<file path="src/rtl/reg_scoreboard.sv">
// Register scoreboard: per-register pending-write counters that gate decode issue on RAW hazards.
// Optional macro SCOREBOARD_BYPASS_EN lets a same-cycle retire clear a single-write hazard.
module reg_scoreboard #(
    parameter int                  ADDR_WID   = 4,
    parameter int                  NUM_OF_REG = 15,
    parameter logic [ADDR_WID-1:0] RNONE      = 4'hF,
    parameter int                  CNT_WID    = 2
) (
    input  logic                  CLK,
    input  logic                  RST,
    input  logic                  issue_valid,
    input  logic [ADDR_WID-1:0]   issue_srcA,
    input  logic [ADDR_WID-1:0]   issue_srcB,
    input  logic [ADDR_WID-1:0]   issue_destE,
    input  logic [ADDR_WID-1:0]   issue_destM,
    output logic                  issue_ready,
    input  logic                  wb_valid,
    input  logic [ADDR_WID-1:0]   wb_destE,
    input  logic [ADDR_WID-1:0]   wb_destM,
    output logic [NUM_OF_REG-1:0] pending_mask,
    output logic                  err_underflow
);

    localparam logic [CNT_WID-1:0] CNT_MAX = {CNT_WID{1'b1}};
    localparam logic [CNT_WID-1:0] CNT_ONE = CNT_WID'(1);

    function automatic logic id_ok(input logic [ADDR_WID-1:0] id);
        return (id != RNONE) && (int'(id) < NUM_OF_REG);
    endfunction

    logic [CNT_WID-1:0]    r_cnt [NUM_OF_REG];
    logic [NUM_OF_REG-1:0] r_pending;
    logic                  r_err;

    logic                  w_a_ok, w_b_ok, w_de_ok, w_dm_ok, w_we_ok, w_wm_ok;
    logic [CNT_WID-1:0]    w_cnt_a, w_cnt_b, w_cnt_de, w_cnt_dm;
    logic                  w_byp_a, w_byp_b;
    logic                  w_haz_a, w_haz_b, w_sat_e, w_sat_m;
    logic                  w_fire;
    logic [NUM_OF_REG-1:0] w_inc, w_dec, w_uflow, w_pending_nxt;
    logic [CNT_WID-1:0]    w_cnt_nxt [NUM_OF_REG];

    assign w_a_ok  = id_ok(issue_srcA);
    assign w_b_ok  = id_ok(issue_srcB);
    assign w_de_ok = id_ok(issue_destE);
    assign w_dm_ok = id_ok(issue_destM);
    assign w_we_ok = id_ok(wb_destE);
    assign w_wm_ok = id_ok(wb_destM);

    // Out-of-range ids match no entry, so their looked-up count reads as zero.
    // NOTE: every always_comb output gets a default first so no path leaves it unassigned and infers a latch.
    always_comb begin
        w_cnt_a  = '0;
        w_cnt_b  = '0;
        w_cnt_de = '0;
        w_cnt_dm = '0;
        for (int r = 0; r < NUM_OF_REG; r++) begin
            if (issue_srcA  == ADDR_WID'(r)) w_cnt_a  = r_cnt[r];
            if (issue_srcB  == ADDR_WID'(r)) w_cnt_b  = r_cnt[r];
            if (issue_destE == ADDR_WID'(r)) w_cnt_de = r_cnt[r];
            if (issue_destM == ADDR_WID'(r)) w_cnt_dm = r_cnt[r];
        end
    end

    always_comb begin
`ifdef SCOREBOARD_BYPASS_EN
        // A lone outstanding write retiring now is forwarded, so the consumer need not wait.
        w_byp_a = wb_valid && (w_cnt_a == CNT_ONE) &&
                  ((issue_srcA == wb_destE) || (issue_srcA == wb_destM));
        w_byp_b = wb_valid && (w_cnt_b == CNT_ONE) &&
                  ((issue_srcB == wb_destE) || (issue_srcB == wb_destM));
`else
        w_byp_a = 1'b0;
        w_byp_b = 1'b0;
`endif
        w_haz_a = w_a_ok && (w_cnt_a != '0) && !w_byp_a;
        w_haz_b = w_b_ok && (w_cnt_b != '0) && !w_byp_b;
        w_sat_e = w_de_ok && (w_cnt_de == CNT_MAX);
        w_sat_m = w_dm_ok && (w_cnt_dm == CNT_MAX);
    end

    assign issue_ready = !(w_haz_a || w_haz_b || w_sat_e || w_sat_m);
    assign w_fire      = issue_valid && issue_ready;

    // destE == destM collapses to a single increment (and likewise for retire) because the bits are ORed.
    always_comb begin
        w_inc = '0;
        w_dec = '0;
        for (int r = 0; r < NUM_OF_REG; r++) begin
            w_inc[r] = w_fire && ((w_de_ok && (issue_destE == ADDR_WID'(r))) ||
                                  (w_dm_ok && (issue_destM == ADDR_WID'(r))));
            w_dec[r] = wb_valid && ((w_we_ok && (wb_destE == ADDR_WID'(r))) ||
                                    (w_wm_ok && (wb_destM == ADDR_WID'(r))));
        end
    end

    always_comb begin
        w_uflow       = '0;
        w_pending_nxt = '0;
        for (int r = 0; r < NUM_OF_REG; r++) begin
            w_cnt_nxt[r] = r_cnt[r];
            w_uflow[r]   = w_dec[r] && (r_cnt[r] == '0);
            unique case ({w_inc[r], w_dec[r]})
                2'b10:   w_cnt_nxt[r] = r_cnt[r] + CNT_ONE;
                2'b01:   w_cnt_nxt[r] = (r_cnt[r] == '0) ? '0 : r_cnt[r] - CNT_ONE;
                default: w_cnt_nxt[r] = r_cnt[r];
            endcase
            w_pending_nxt[r] = (w_cnt_nxt[r] != '0);
        end
    end

    // NOTE: the counter array is reset explicitly; a stale count after reset would forge a hazard forever.
    // NOTE: sequential state uses non-blocking assignments so every register samples pre-edge values.
    always_ff @(posedge CLK) begin
        if (RST) begin
            for (int r = 0; r < NUM_OF_REG; r++) r_cnt[r] <= '0;
            r_pending <= '0;
            r_err     <= 1'b0;
        end else begin
            for (int r = 0; r < NUM_OF_REG; r++) r_cnt[r] <= w_cnt_nxt[r];
            r_pending <= w_pending_nxt;
            r_err     <= r_err || (|w_uflow);
        end
    end

    assign pending_mask  = r_pending;
    assign err_underflow = r_err;

endmodule
</file>
<file path="config.mk">
export PLATFORM = sky130hd
export DESIGN_NAME = reg_scoreboard
export DESIGN_NICKNAME = d
export VERILOG_FILES = /design/src/rtl/reg_scoreboard.sv
export SDC_FILE = /design/constraint.sdc
export NUM_CORES = 1
export LEC_CHECK = 0
export CAP_MARGIN = 15
export CORE_MARGIN = 1
export CORE_UTILIZATION = 54
export DETAILED_ROUTE_END_ITERATION = 10
export GPL_TIMING_DRIVEN = 1
export PLACE_DENSITY_LB_ADDON = 0.2
export SLEW_MARGIN = 20
export SYNTH_ARGS = -nofsm -noshare
export SYNTH_HDL_FRONTEND = slang
export SYNTH_SLANG_ARGS = --single-unit
</file>
<file path="constraint.sdc">
create_clock -name CLK -period 2.55 [get_ports CLK]
set_clock_uncertainty 0.05 [all_clocks]
set_input_delay 0.255 -clock CLK [delete_from_list [all_inputs] [get_ports CLK]]
set_output_delay 0.255 -clock CLK [all_outputs]
set_load 0.05 [all_outputs]
</file>
==> results.py <==
metrics = {
    "setup_path": {
        "cpPeakStageDelay_ns": 0.45,
        "critical_path.cell_chain": "buf_6 > mux4_2 > nor2_1 > o311a_1 > o32a_4 > buf_6 > clkbuf_16 > nand4_1 > ha_2 > a22oi_2 > nor2_1 > a21oi_2 > a21oi_1",
        "critical_path_peak_fanout": 5,
        "critical_path.n_buffers_inverters": 3,
        "worst_setup_path_type": "flip-flop to flip-flop",
        "reg2reg_from": "r_cnt[0][7]",
        "kind_of_cell_with_the_highest_combined_delay_on_the_critical_path": "compound AO/OA/AOI/OAI gates",
        "worstPathArrival_ns": 3.19,
        "rr_worst_depth": 13,
        "r2r_end": "pending_mask[6]",
        "crit_slowest_cell": "mux4_2",
        "rrSetupSlack_ns": -0.52,
        "critical_path.startpoint_type": "flip-flop",
        "timing.critical_path.to_type": "flip-flop",
        "worst_ep_required_time_ns": 2.67,
    },
    "detailed_routing": {
        "drt_pre_antenna_iters": 9,
        "detailroute.wirelength.met2_microns": 9322,
        "totalWireLength_microns": 20340,
        "ant_nets": 0,
        "route.detailed.drc": 10,
        "routed_via_density": 6.733,
        "routed-via-count": 6181,
        "drt-initial-drc-count": 648,
        "m1WireLength_microns": 7561,
        "wire_per_inst_microns": 22.16,
        "top_layer_used": "met4",
        "met3_wirelength_microns": 2010,
    },
    "clock_tree": {
        "clock_transition_at_the_registers_of_the_reported_paths_ns": 0.10,
        "cts-buffers-inserted": 5,
        "cts_max_level": 2,
        "cts_tree": "done",
        "holdBufCountCts": 0,
        "clk_latency_ns": 0.31,
        "cts_max_path_buffers": 2,
        "cts_root_buf": "clkbuf_8",
        "clkSinkCount": 46,
    },
    "yosys": {
        "post_synth.cell_area_avg_sq_um": 7.728,
        "synthMostInstantiatedCell": "nor2_1",
        "netlist_instances": 640,
        "ys_ff_latch": 46,
        "yosysUniqueCellTypes": 65,
        "synth_sequential_area_ratio": 0.1862,
        "syn_nets": 743,
        "synth_enable_flop_cells": 0,
        "synth_top_area_cell": "ha_1",
        "synth_top_area_share": 0.1897,
        "mappedNetlistArea_sq_um": 4946,
        "synthArstFlopShare": 0,
        "synth_common_cells": "nor2_1, ha_1, a21oi_1, inv_1, dfxtp_1",
        "ys.warnings.count": 0,
        "dominantRegCellSynth": "dfxtp_1",
        "synth.top_cells.by_area": "ha_1, dfxtp_1, a21oi_1, nor2_1, a22oi_1",
    },
    "timing": {
        "finalSetupViolations": 46,
        "setup_ws_ns": -0.5191,
        "drv_slew": 0,
        "relSlewSlack": 0.6329,
        "layout_worst_path_cycle_share": 1.204,
        "worstMarginPinSlew_ns": 0.5489,
        "max_clock_freq_mhz": 325.8,
        "timing.final.crit_period_ns": 3.069,
        "rsz0062_at_grt": "true",
        "hold_slack_ns": 0.5955,
        "finalHoldViolCount": 0,
    },
    "layout": {
        "finish.cell_count_without_fillers": 918,
        "design.final.nets": 912,
        "final_util": 0.8613,
        "post_route_cells_drive_above_1_share": 0.4099,
        "flow.area_growth_from_synthesis_pct": 53.35,
        "antenna_cells_inserted": 0,
        "stdcell_area_sq_um": 7585,
    },
    "placement": {
        "buffer_ports.inserted": 44,
        "place.detailed.instances": 890,
        "place.detailed.hpwl_microns": 13820,
        "placedInstanceArea_sq_um": 6579,
        "globalplace.congestion": 1.059,
    },
    "global_routing": {
        "grt_pass1_vias": 5851,
        "number_of_antenna_violations_at_the_first_check_in_global_routing": 0,
        "grt_start_max_net_pins": 47,
        "grt_util_all_layers": 0.3979,
        "grt_overflow_total": 0,
        "grt_pass1_wl_microns": 30120,
    },
    "pwr": {
        "finalPower_mw": 2.038,
        "static-leakage-power_nw": 2.870,
        "powerDensity_nw_per_um2": 268.6,
        "ir_drop_mv": 0.2759,
    },
    "min_path": {
        "whs_path_depth": 2,
        "worst_hold_path_type": "flip-flop to flip-flop",
        "worstHoldEndpoint": "err_underflow",
        "min-delay-start": "err_underflow",
    },
    "floorplanning": {
        "io_pins": 45,
        "floorplan.initialDensity": 0.5617,
        "coreArea_sq_um": 8806,
        "core.rowCount": 34,
        "die_h_microns": 97.71,
        "chipWidth_microns": 97.71,
        "fp.dieArea_sq_um": 9546,
    },
    "status": {
        "failed_checks": "DRC, setup timing",
        "status": "complete, but fails checks",
    },
    "flow_run": {
        "timing.max_cap.violations": 0,
    },
}
tightest hold or removal path, cell delays in order (launching register included):
cell	delay (ns)
dfxtp_1	0.33
a21oi_1	0.13
a41oi_1	0.12
repair_timing:
action | 4_1_cts | 5_1_grt
hold endpoints to repair | 0 | 0
endpoints found under the setup margin | 46 | 46
gates cloned | 3 | 2
pin swaps | 61 | 48
resized for setup | 144 | 61
setup buffers | 17 | 2
power by group:
part           switching, mW  leakage (nW)  internal, mW  total [mW]
registers            0.00350         0.378         0.719       0.722
clock network          0.281        0.0514         0.293       0.574
logic                  0.394          2.44         0.347       0.741
cell families (layout without fill, tap and decap cells):
| kind of cell | Yosys count | in the layout | synth area share |
|---|---|---|---|
| simple gates | 210 | 210 | 0.2307 |
| compound gates | 208 | 208 | 0.2864 |
| buf+inv | 89 | 259 | 0.07184 |
| fa+ha+maj | 75 | 75 | 0.1897 |
| flops | 46 | 46 | 0.1862 |
| mux | 12 | 12 | 0.03516 |
cell type report:
type	instances	area [sq um]
clock inverter	2	37.54
fill	487	1221
sequential	46	944.7
inverter	53	198.9
tap	108	135.1
timing repair buffer	198	1757
multi-input combinational	505	4439
clock buffer	6	72.57
metal layers:
metal	GRT usage	vias to the layer above
li1	-	2713
met1	0.4865	2909
met2	0.6628	428
met3	0.05683	131
met4	0.2413	0
met5	0	-
metrics by stage:
stage / setup TNS, ns / worst slack (ns)
global route: -20.02 / -0.5641
global placement: -37.83 / -0.9499
finish: -16.65 / -0.5191
detailed placement: -41.15 / -1.177
floorplan: -6.175 / -0.2018
CTS: -10.77 / -0.2963
worst max-delay path by stage:
stage / from / to / cells past startpoint
2_1_floorplan: issue_destE[2] / pending_mask[7] / 13
3_3_place_gp: issue_destE[0] / pending_mask[1] / 13
3_5_place_dp: issue_destE[0] / pending_mask[10] / 11
4_1_cts: r_cnt[0][7] / pending_mask[11] / 12
5_1_grt: r_cnt[0][7] / pending_mask[6] / 13
6_report: r_cnt[0][7] / pending_mask[6] / 13
cells in the final DEF (no fill, tap or decap), drive strengths merged, types with 19 or more instances in the layout:
cell type        n
o22ai           19
nor2            77
a21oi           63
buf            155
clkdlybuf4s50   30
ha              75
a22oi           35
o21ai           19
inv             53
dfxtp           46
nand2           21
state kept, by name, summed over array words and instances, names as in the netlist:
| register | flops |
|---|---|
| err_underflow | 1 |
| pending_mask | 15 |
| r_cnt | 30 |
Note: power is estimated with default switching activity, not from simulation.
